File: config.mk
export PLATFORM = sky130hd
export DESIGN_NAME = instr_encoder
export DESIGN_NICKNAME = d
export VERILOG_FILES = /design/src/rtl/instr_encoder.sv
export SDC_FILE = /design/constraint.sdc
export NUM_CORES = 1
export LEC_CHECK = 0
export ABC_CLOCK_PERIOD_IN_PS = 2400
export CAP_MARGIN = 0
export CORE_MARGIN = 3
export CORE_UTILIZATION = 24
export DETAILED_ROUTE_END_ITERATION = 6
export RECOVER_POWER = 50
export REMOVE_ABC_BUFFERS = 1
export SYNTH_ARGS = -nofsm -noshare
export SYNTH_HDL_FRONTEND = slang
export SYNTH_SLANG_ARGS = --single-unit
File: constraint.sdc
create_clock -name clk -period 2.4 [get_ports clk]
set_input_delay 0.48 -clock clk [delete_from_list [all_inputs] [get_ports clk]]
set_output_delay 0.48 -clock clk [all_outputs]
set_load 0.01 [all_outputs]
File: src/rtl/instr_encoder.sv
// RV32I instruction encoder: packs a signed immediate plus register/opcode
// fields into a 32-bit instruction word using the decode-stage ImmSrc format
// codes. One registered output stage with valid/ready handshake on both sides
// and saturating delivery/error counters.
module instr_encoder #(
    parameter int unsigned CNT_W = 16
) (
    input  logic             clk,
    input  logic             rst_n,
    input  logic             in_valid,
    output logic             in_ready,
    input  logic [2:0]       fmt,
    input  logic [6:0]       opcode,
    input  logic [4:0]       rd,
    input  logic [4:0]       rs1,
    input  logic [4:0]       rs2,
    input  logic [2:0]       funct3,
    input  logic [31:0]      imm,
    output logic             out_valid,
    input  logic             out_ready,
    output logic [31:0]      out_instr,
    output logic             out_err,
    output logic [CNT_W-1:0] enc_cnt,
    output logic [CNT_W-1:0] err_cnt
);

    // ImmSrc format codes shared with the decode stage
    localparam logic [2:0] FmtI = 3'b000;
    localparam logic [2:0] FmtS = 3'b001;
    localparam logic [2:0] FmtB = 3'b010;
    localparam logic [2:0] FmtJ = 3'b011;
    localparam logic [2:0] FmtU = 3'b100;

    localparam logic [31:0] Nop = 32'h0000_0013;

    // Signed immediate limits
    localparam logic signed [31:0] ImmIsMin = -32'sd2048;
    localparam logic signed [31:0] ImmIsMax = 32'sd2047;
    localparam logic signed [31:0] ImmBMin  = -32'sd4096;
    localparam logic signed [31:0] ImmBMax  = 32'sd4094;
    localparam logic signed [31:0] ImmJMin  = -32'sd1048576;
    localparam logic signed [31:0] ImmJMax  = 32'sd1048574;

    logic             outValidQ;
    logic [31:0]      outInstrQ;
    logic             outErrQ;
    logic [CNT_W-1:0] encCntQ;
    logic [CNT_W-1:0] errCntQ;

    logic [31:0]      encWord;
    logic             encErr;
    logic signed [31:0] immS;
    logic             deliver;

    assign immS     = $signed(imm);
    assign in_ready = !outValidQ || out_ready;
    assign deliver  = outValidQ && out_ready;

    // Encode the request; out-of-range values are still packed from truncated bits
    always_comb begin
        encWord = Nop;
        encErr  = 1'b1;
        case (fmt)
            FmtI: begin
                encWord = {imm[11:0], rs1, funct3, rd, opcode};
                encErr  = (immS < ImmIsMin) || (immS > ImmIsMax);
            end
            FmtS: begin
                encWord = {imm[11:5], rs2, rs1, funct3, imm[4:0], opcode};
                encErr  = (immS < ImmIsMin) || (immS > ImmIsMax);
            end
            FmtB: begin
                encWord = {imm[12], imm[10:5], rs2, rs1, funct3, imm[4:1], imm[11], opcode};
                encErr  = (immS < ImmBMin) || (immS > ImmBMax) || imm[0];
            end
            FmtJ: begin
                encWord = {imm[20], imm[10:1], imm[11], imm[19:12], rd, opcode};
                encErr  = (immS < ImmJMin) || (immS > ImmJMax) || imm[0];
            end
            FmtU: begin
                encWord = {imm[31:12], rd, opcode};
                encErr  = (imm[11:0] != 12'd0);
            end
            default: begin
                encWord = Nop;
                encErr  = 1'b1;
            end
        endcase
    end

    // Output stage: load on accept, drop valid on drain, hold while stalled
    always_ff @(posedge clk) begin
        if (!rst_n) begin
            outValidQ <= 1'b0;
            outInstrQ <= Nop;
            outErrQ   <= 1'b0;
        end else if (in_ready) begin
            outValidQ <= in_valid;
            if (in_valid) begin
                outInstrQ <= encWord;
                outErrQ   <= encErr;
            end
        end
    end

    // Saturating statistics counters, stepped on each delivered word
    always_ff @(posedge clk) begin
        if (!rst_n) begin
            encCntQ <= '0;
            errCntQ <= '0;
        end else if (deliver) begin
            if (encCntQ != '1) begin
                encCntQ <= encCntQ + CNT_W'(1);
            end
            if (outErrQ && (errCntQ != '1)) begin
                errCntQ <= errCntQ + CNT_W'(1);
            end
        end
    end

    assign out_valid = outValidQ;
    assign out_instr = outInstrQ;
    assign out_err   = outErrQ;
    assign enc_cnt   = encCntQ;
    assign err_cnt   = errCntQ;

endmodule
==> results.toml, run 1 <==
[yosys]
synth.most_common_cell = "dfxtp_1"
synth_top_area_cell = "dfxtp_1"
async_flop_share_pct = 0
yosysWarningCount = 0
synthMuxAreaShare_pct = 3.14
synth_edf_count = 0
yosys.area_share.simple_pct = 28.0
synth_top_area_share_pct = 37.6
ys_seq_area_share_pct = 37.6
synth_area_sq_mm = 0.00351
synth-seq-cells = 66
synth_ff_type = "dfxtp_1"
synth_commonest_cells = "dfxtp_1 (66), nor2_1 (61), a21oi_1 (29)"
syn_avg_cell_area_sq_um = 8.16
synth_top_family_by_area = "simple AND/OR/NAND/NOR gates"
ys_top_cells_by_area = "dfxtp_1 (38%), nor2_1 (6.5%), xnor2_1 (5.7%), a22oi_1 (5.1%), a21oi_1 (4.1%)"
synth_xor_xnor_area_share_pct = 6.99
yosys.area_share.adder_pct = 0.713
netlist_instances = 430
synthDistinctLibCells = 46
synth-compound-area-share_pct = 19.6

[global_routing]
grt_pass1_vias = 3742
grt_max_degree = 33
gr-total-overflow = 0
antenna_found_initial = 0
grt_pass1_wl_um = 19300
grt_usage_pct = 15.1

[final_layout]
diodes = 0
fin_nets = 643
fin_cells = 761
area_growth_pct = 55.2
nFillCells = 1425
final_util_pct = 38.6
design_area_sq_mm = 0.00545
multi_input_area_sq_mm = 0.00205
ff_latch_area_sq_mm = 0.00132
drive_above_1_share_pct = 8.95

[drt]
postRouteAntennaNets = 0
vias = 3870
wirelength_um = 12300
first_iter_violations = 357
avgRoutedWirePerCell_um = 16.2
via_per_inst = 5.09
drc = 0
drtPass1Iterations = 5

[status]
status = "complete, no violations"

[placed_design]
place_area_sq_mm = 0.00519
dpl.hpwl_um = 9310
port_buffers = 130
dp_slack_ps = 12.8
placedCellCount = 746
gp_congestion = 0.825

[worst_setup_path]
crit_family = "buffers and inverters"
critPathSlowestCell = "dlygate4sd3_1"
critPathArrivalTime_ps = 1770
crit_path_end_kind = "output port"
critical_path_class = "primary input to output port"
required_ps = 1920
crit_buf_inv = 2
cp_slowest_stage_delay_ps = 610
worstPathMaxFanout = 4
start_kind = "primary input"
crit_chain = "dlygate4sd3_1 > nand2b_1 > clkdlybuf4s50_1"

[sta]
timing_hold_violations_final = 0
rsz0062_at_grt = "no"
min_period_ps = 2250
period_share_pct = 93.8
hold_ws_ps = 495
max_freq_ghz = 0.444
slew_headroom_pct = 55.1
tns_ps = 0
setup_viol = 0
setup_ws_ps = 150
drv_slew = 0
clock_skew_ps = 8.23
worst_pin_slew_ps = 674

[clocking]
clockRootBuffer = "clkbuf_16"
clk-insertion-delay-late_ps = 340
cts_sinks = 66
cts_tree = "built"
htree_levels = 3
clockBufferDepth = 2
path_clk_slew_ps = 50
cts_made_buffers = 9
cts_hold_buf = 0
cts_resized = 0
cts_setup_buffers = 0

[die]
fp.dieArea_sq_mm = 0.0161
rows = 43
die_y_um = 127
core_sq_mm = 0.0141
die_w_um = 127
boundaryPins = 131
start_util_pct = 24.9

[pwr]
power_density_mw_per_mm2 = 542
vdd_drop_max_mv = 0.356
design_power_total_mw = 2.95
p_leak_nw = 2.00

[hold_path]
hp-class = "flip-flop to flip-flop"

[job]
cap_violations = 0
## cell type report
class,instances,area share (%)
Inverter,8,0.551
Timing Repair Buffer,163,28.2
Sequential cell,66,24.3
Clock buffer,12,4.53
Tap cell,180,4.14
Clock inverter,3,0.735
Multi-Input combinational cell,329,37.6
## power by group
| group | leakage (nW) | total, mW | switching, mW | internal [mW] |
|---|---|---|---|---|
| combinational | 1.32 | 0.480 | 0.235 | 0.246 |
| sequential | 0.537 | 1.15 | 0.0197 | 1.13 |
| clock | 0.142 | 1.32 | 0.496 | 0.824 |
## per-layer routing
metal  track usage, %  wire length (um)  part of all wire, %  vias up
met3             3.54               844                  6.8       20
met5                0                 0                    0        -
li1                 -                 -                    -     1877
met1             19.0              5430                   44     1827
met4             6.62               238                  1.9        0
met2             24.4              5820                   47      146
## worst min-delay path, stage by stage (launching register included)
cell and delay, ps:
dfxtp_1 300, nor2_1 90, nor3_1 50
## logic make-up (layout without fill, tap and decap cells)
family / Yosys count / in the layout
AND/OR/NAND/NOR: 183 / 183
AO/OA/AOI/OAI: 105 / 105
flip-flops: 66 / 66
buffers and inverters: 35 / 186
XOR/XNOR: 28 / 28
multiplexers: 11 / 11
adder cells (fa/ha/maj): 2 / 2
## final timing paths
path,startpoint,end,slack [ps],depth (start not counted)
setup / recovery,out_ready,in_ready,150,3
hold / removal,out_instr[28],out_instr[28],500,2
setup reg to reg,enc_cnt[0],enc_cnt[11],420,6
hold reg to reg,out_instr[28],out_instr[28],500,2
## layout by cell type, fill, tap and decap left out, types with 4 or more instances in the layout
master,instances
clkdlybuf4s50_1,84
dfxtp_1,66
nor2_1,61
dlygate4sd3_1,46
a21oi_1,29
buf_4,29
nand2_1,27
a22oi_1,24
xnor2_1,23
nor3_1,17
nand4_1,17
o21ai_0,15
mux2i_1,11
o22ai_1,11
nand3_1,11
nor2b_1,10
nor4_1,10
clkbuf_16,9
inv_1,7
a221oi_1,7
xor2_1,5
a211oi_1,5
and3_1,4
nor3b_1,4
clkbuf_1,4
## state kept, by name (all words and copies together) (netlist names)
name and cells:
err_cnt 16, out_valid 1, enc_cnt 16, out_instr 32
out_err 1
Note: power is estimated with default switching activity, not from simulation.
==> run 2, diff against run 1 <==
Settings changed: DONT_BUFFER_PORTS set to 1.
==> results.toml, run 2 (synthesized netlist as in run 1, its figures left out) <==
[sta]
min_period_ps = 2060
setup_ws_ps = 344
slew_headroom_pct = 62.2
tns_ps = 0
max_freq_ghz = 0.486
rsz0062_at_grt = "no"
clock_skew_ps = 3.33
timing_hold_violations_final = 0
setup_viol = 0
worst_pin_slew_ps = 567
hold_ws_ps = 202
period_share_pct = 85.7
drv_slew = 0

[clocking]
cts_sinks = 66
cts_hold_buf = 0
clk-insertion-delay-late_ps = 340
cts_resized = 0
htree_levels = 3
clockBufferDepth = 2
cts_made_buffers = 9
clockRootBuffer = "clkbuf_16"
cts_tree = "built"
path_clk_slew_ps = 60
cts_setup_buffers = 0

[placed_design]
dpl.hpwl_um = 8950
port_buffers = 0
gp_congestion = 0.850
dp_slack_ps = 382
placedCellCount = 592
place_area_sq_mm = 0.00371

[global_routing]
grt_pass1_wl_um = 18600
gr-total-overflow = 0
grt_max_degree = 34
antenna_found_initial = 0
grt_pass1_vias = 3330
grt_usage_pct = 14.8

[hold_path]
hp-class = "primary input to flip-flop"
hp-start = "rst_n"

[final_layout]
final_util_pct = 28.5
fin_nets = 489
fin_cells = 608
drive_above_1_share_pct = 7.71
layout_commonest_cell = "dfxtp_1"
area_growth_pct = 14.5
final_cell_mix = "dfxtp_1 (66), nor2_1 (61), a21oi_1 (29)"
diodes = 0
design_area_sq_mm = 0.00402
largest_register_ff_count = 32

[drt]
wirelength_um = 11800
drc = 0
postRouteAntennaNets = 0
vias = 3361
via_per_inst = 5.53
avgRoutedWirePerCell_um = 19.5
first_iter_violations = 285
drtPass1Iterations = 4

[worst_setup_path]
cp_slowest_stage_delay_ps = 510
rr_startpoint = "enc_cnt[0]"
crit_path_end_kind = "flip-flop"
crit_buf_inv = 0
worstPathMaxFanout = 9
crit_chain = "ha_1 > nand2_1 > nor4_4 > a21oi_1 > a21bo_2 > a21oi_1"
crit_end = "enc_cnt[11]"
crit_family = "compound AO/OA/AOI/OAI gates"
timing.critical_path.mode_cell = "a21oi_1"
critPathSlowestCell = "nor4_4"
cp-startpoint = "enc_cnt[0]"
r2r_cells = 6
start_kind = "flip-flop"
critPathArrivalTime_ps = 2330
crit_cells = 6
critical_path_class = "flip-flop to flip-flop"
required_ps = 2670
rr_endpoint = "enc_cnt[11]"
ff2ff_setup_slack_ps = 340

[die]
rows = 43
core_sq_mm = 0.0141
die_y_um = 127
boundaryPins = 131
start_util_pct = 24.9
die_w_um = 127
fp.dieArea_sq_mm = 0.0161

[pwr]
p_leak_nw = 1.32
power_density_mw_per_mm2 = 700
vdd_drop_max_mv = 0.298
design_power_total_mw = 2.81

[status]
status = "complete, no violations"

[job]
cap_violations = 0
## run 2: cell count changes in the layout (fill, tap and decap cells not counted), moves of 2 or more
cell | before | now
and2_1 | 2 | 4
and2_0 | 2 | 0
clkinvlp_4 | 0 | 2
clkbuf_2 | 2 | 0
clkdlybuf4s50_1 | 84 | 0
clkbuf_1 | 4 | 2
buf_4 | 29 | 6
dlygate4sd3_1 | 46 | 0
## run 2: routing by layer
| layer | part of all wire [%] | GRT usage [%] | wire [um] |
|---|---|---|---|
| met1 | 41 | 17.5 | 4850 |
| met2 | 46 | 23.1 | 5490 |
| met3 | 11 | 7.12 | 1250 |
| met4 | 2.1 | 5.74 | 247 |
| met5 | 0 | 0 | 0 |
## run 2: worst min path at each step
stage	endpoint	cells after the start
floorplan	out_instr[25]	2
global placement	out_instr[7]	2
detailed placement	out_instr[4]	1
CTS	out_instr[4]	1
global route	out_instr[0]	1
finish	out_instr[4]	1
## run 2: area by class of cell
| class | instances | area, sq um |
|---|---|---|
| Clock buffer | 9 | 225 |
| Multi-Input combinational cell | 329 | 2050 |
| Timing Repair Buffer | 9 | 72.6 |
| Fill cell | 1518 | 10100 |
| Clock inverter | 7 | 93.8 |
| Sequential cell | 66 | 1320 |
| Inverter | 8 | 30.0 |
| Tap cell | 180 | 225 |
## run 2: report_power, final
part           internal (mW)  total, mW  leakage [nW]  switching (mW)
sequential              1.13       1.18         0.537          0.0488
combinational         0.0910      0.216         0.629           0.125
clock                  0.906       1.42         0.151           0.509
total                   2.13       2.81          1.32           0.683
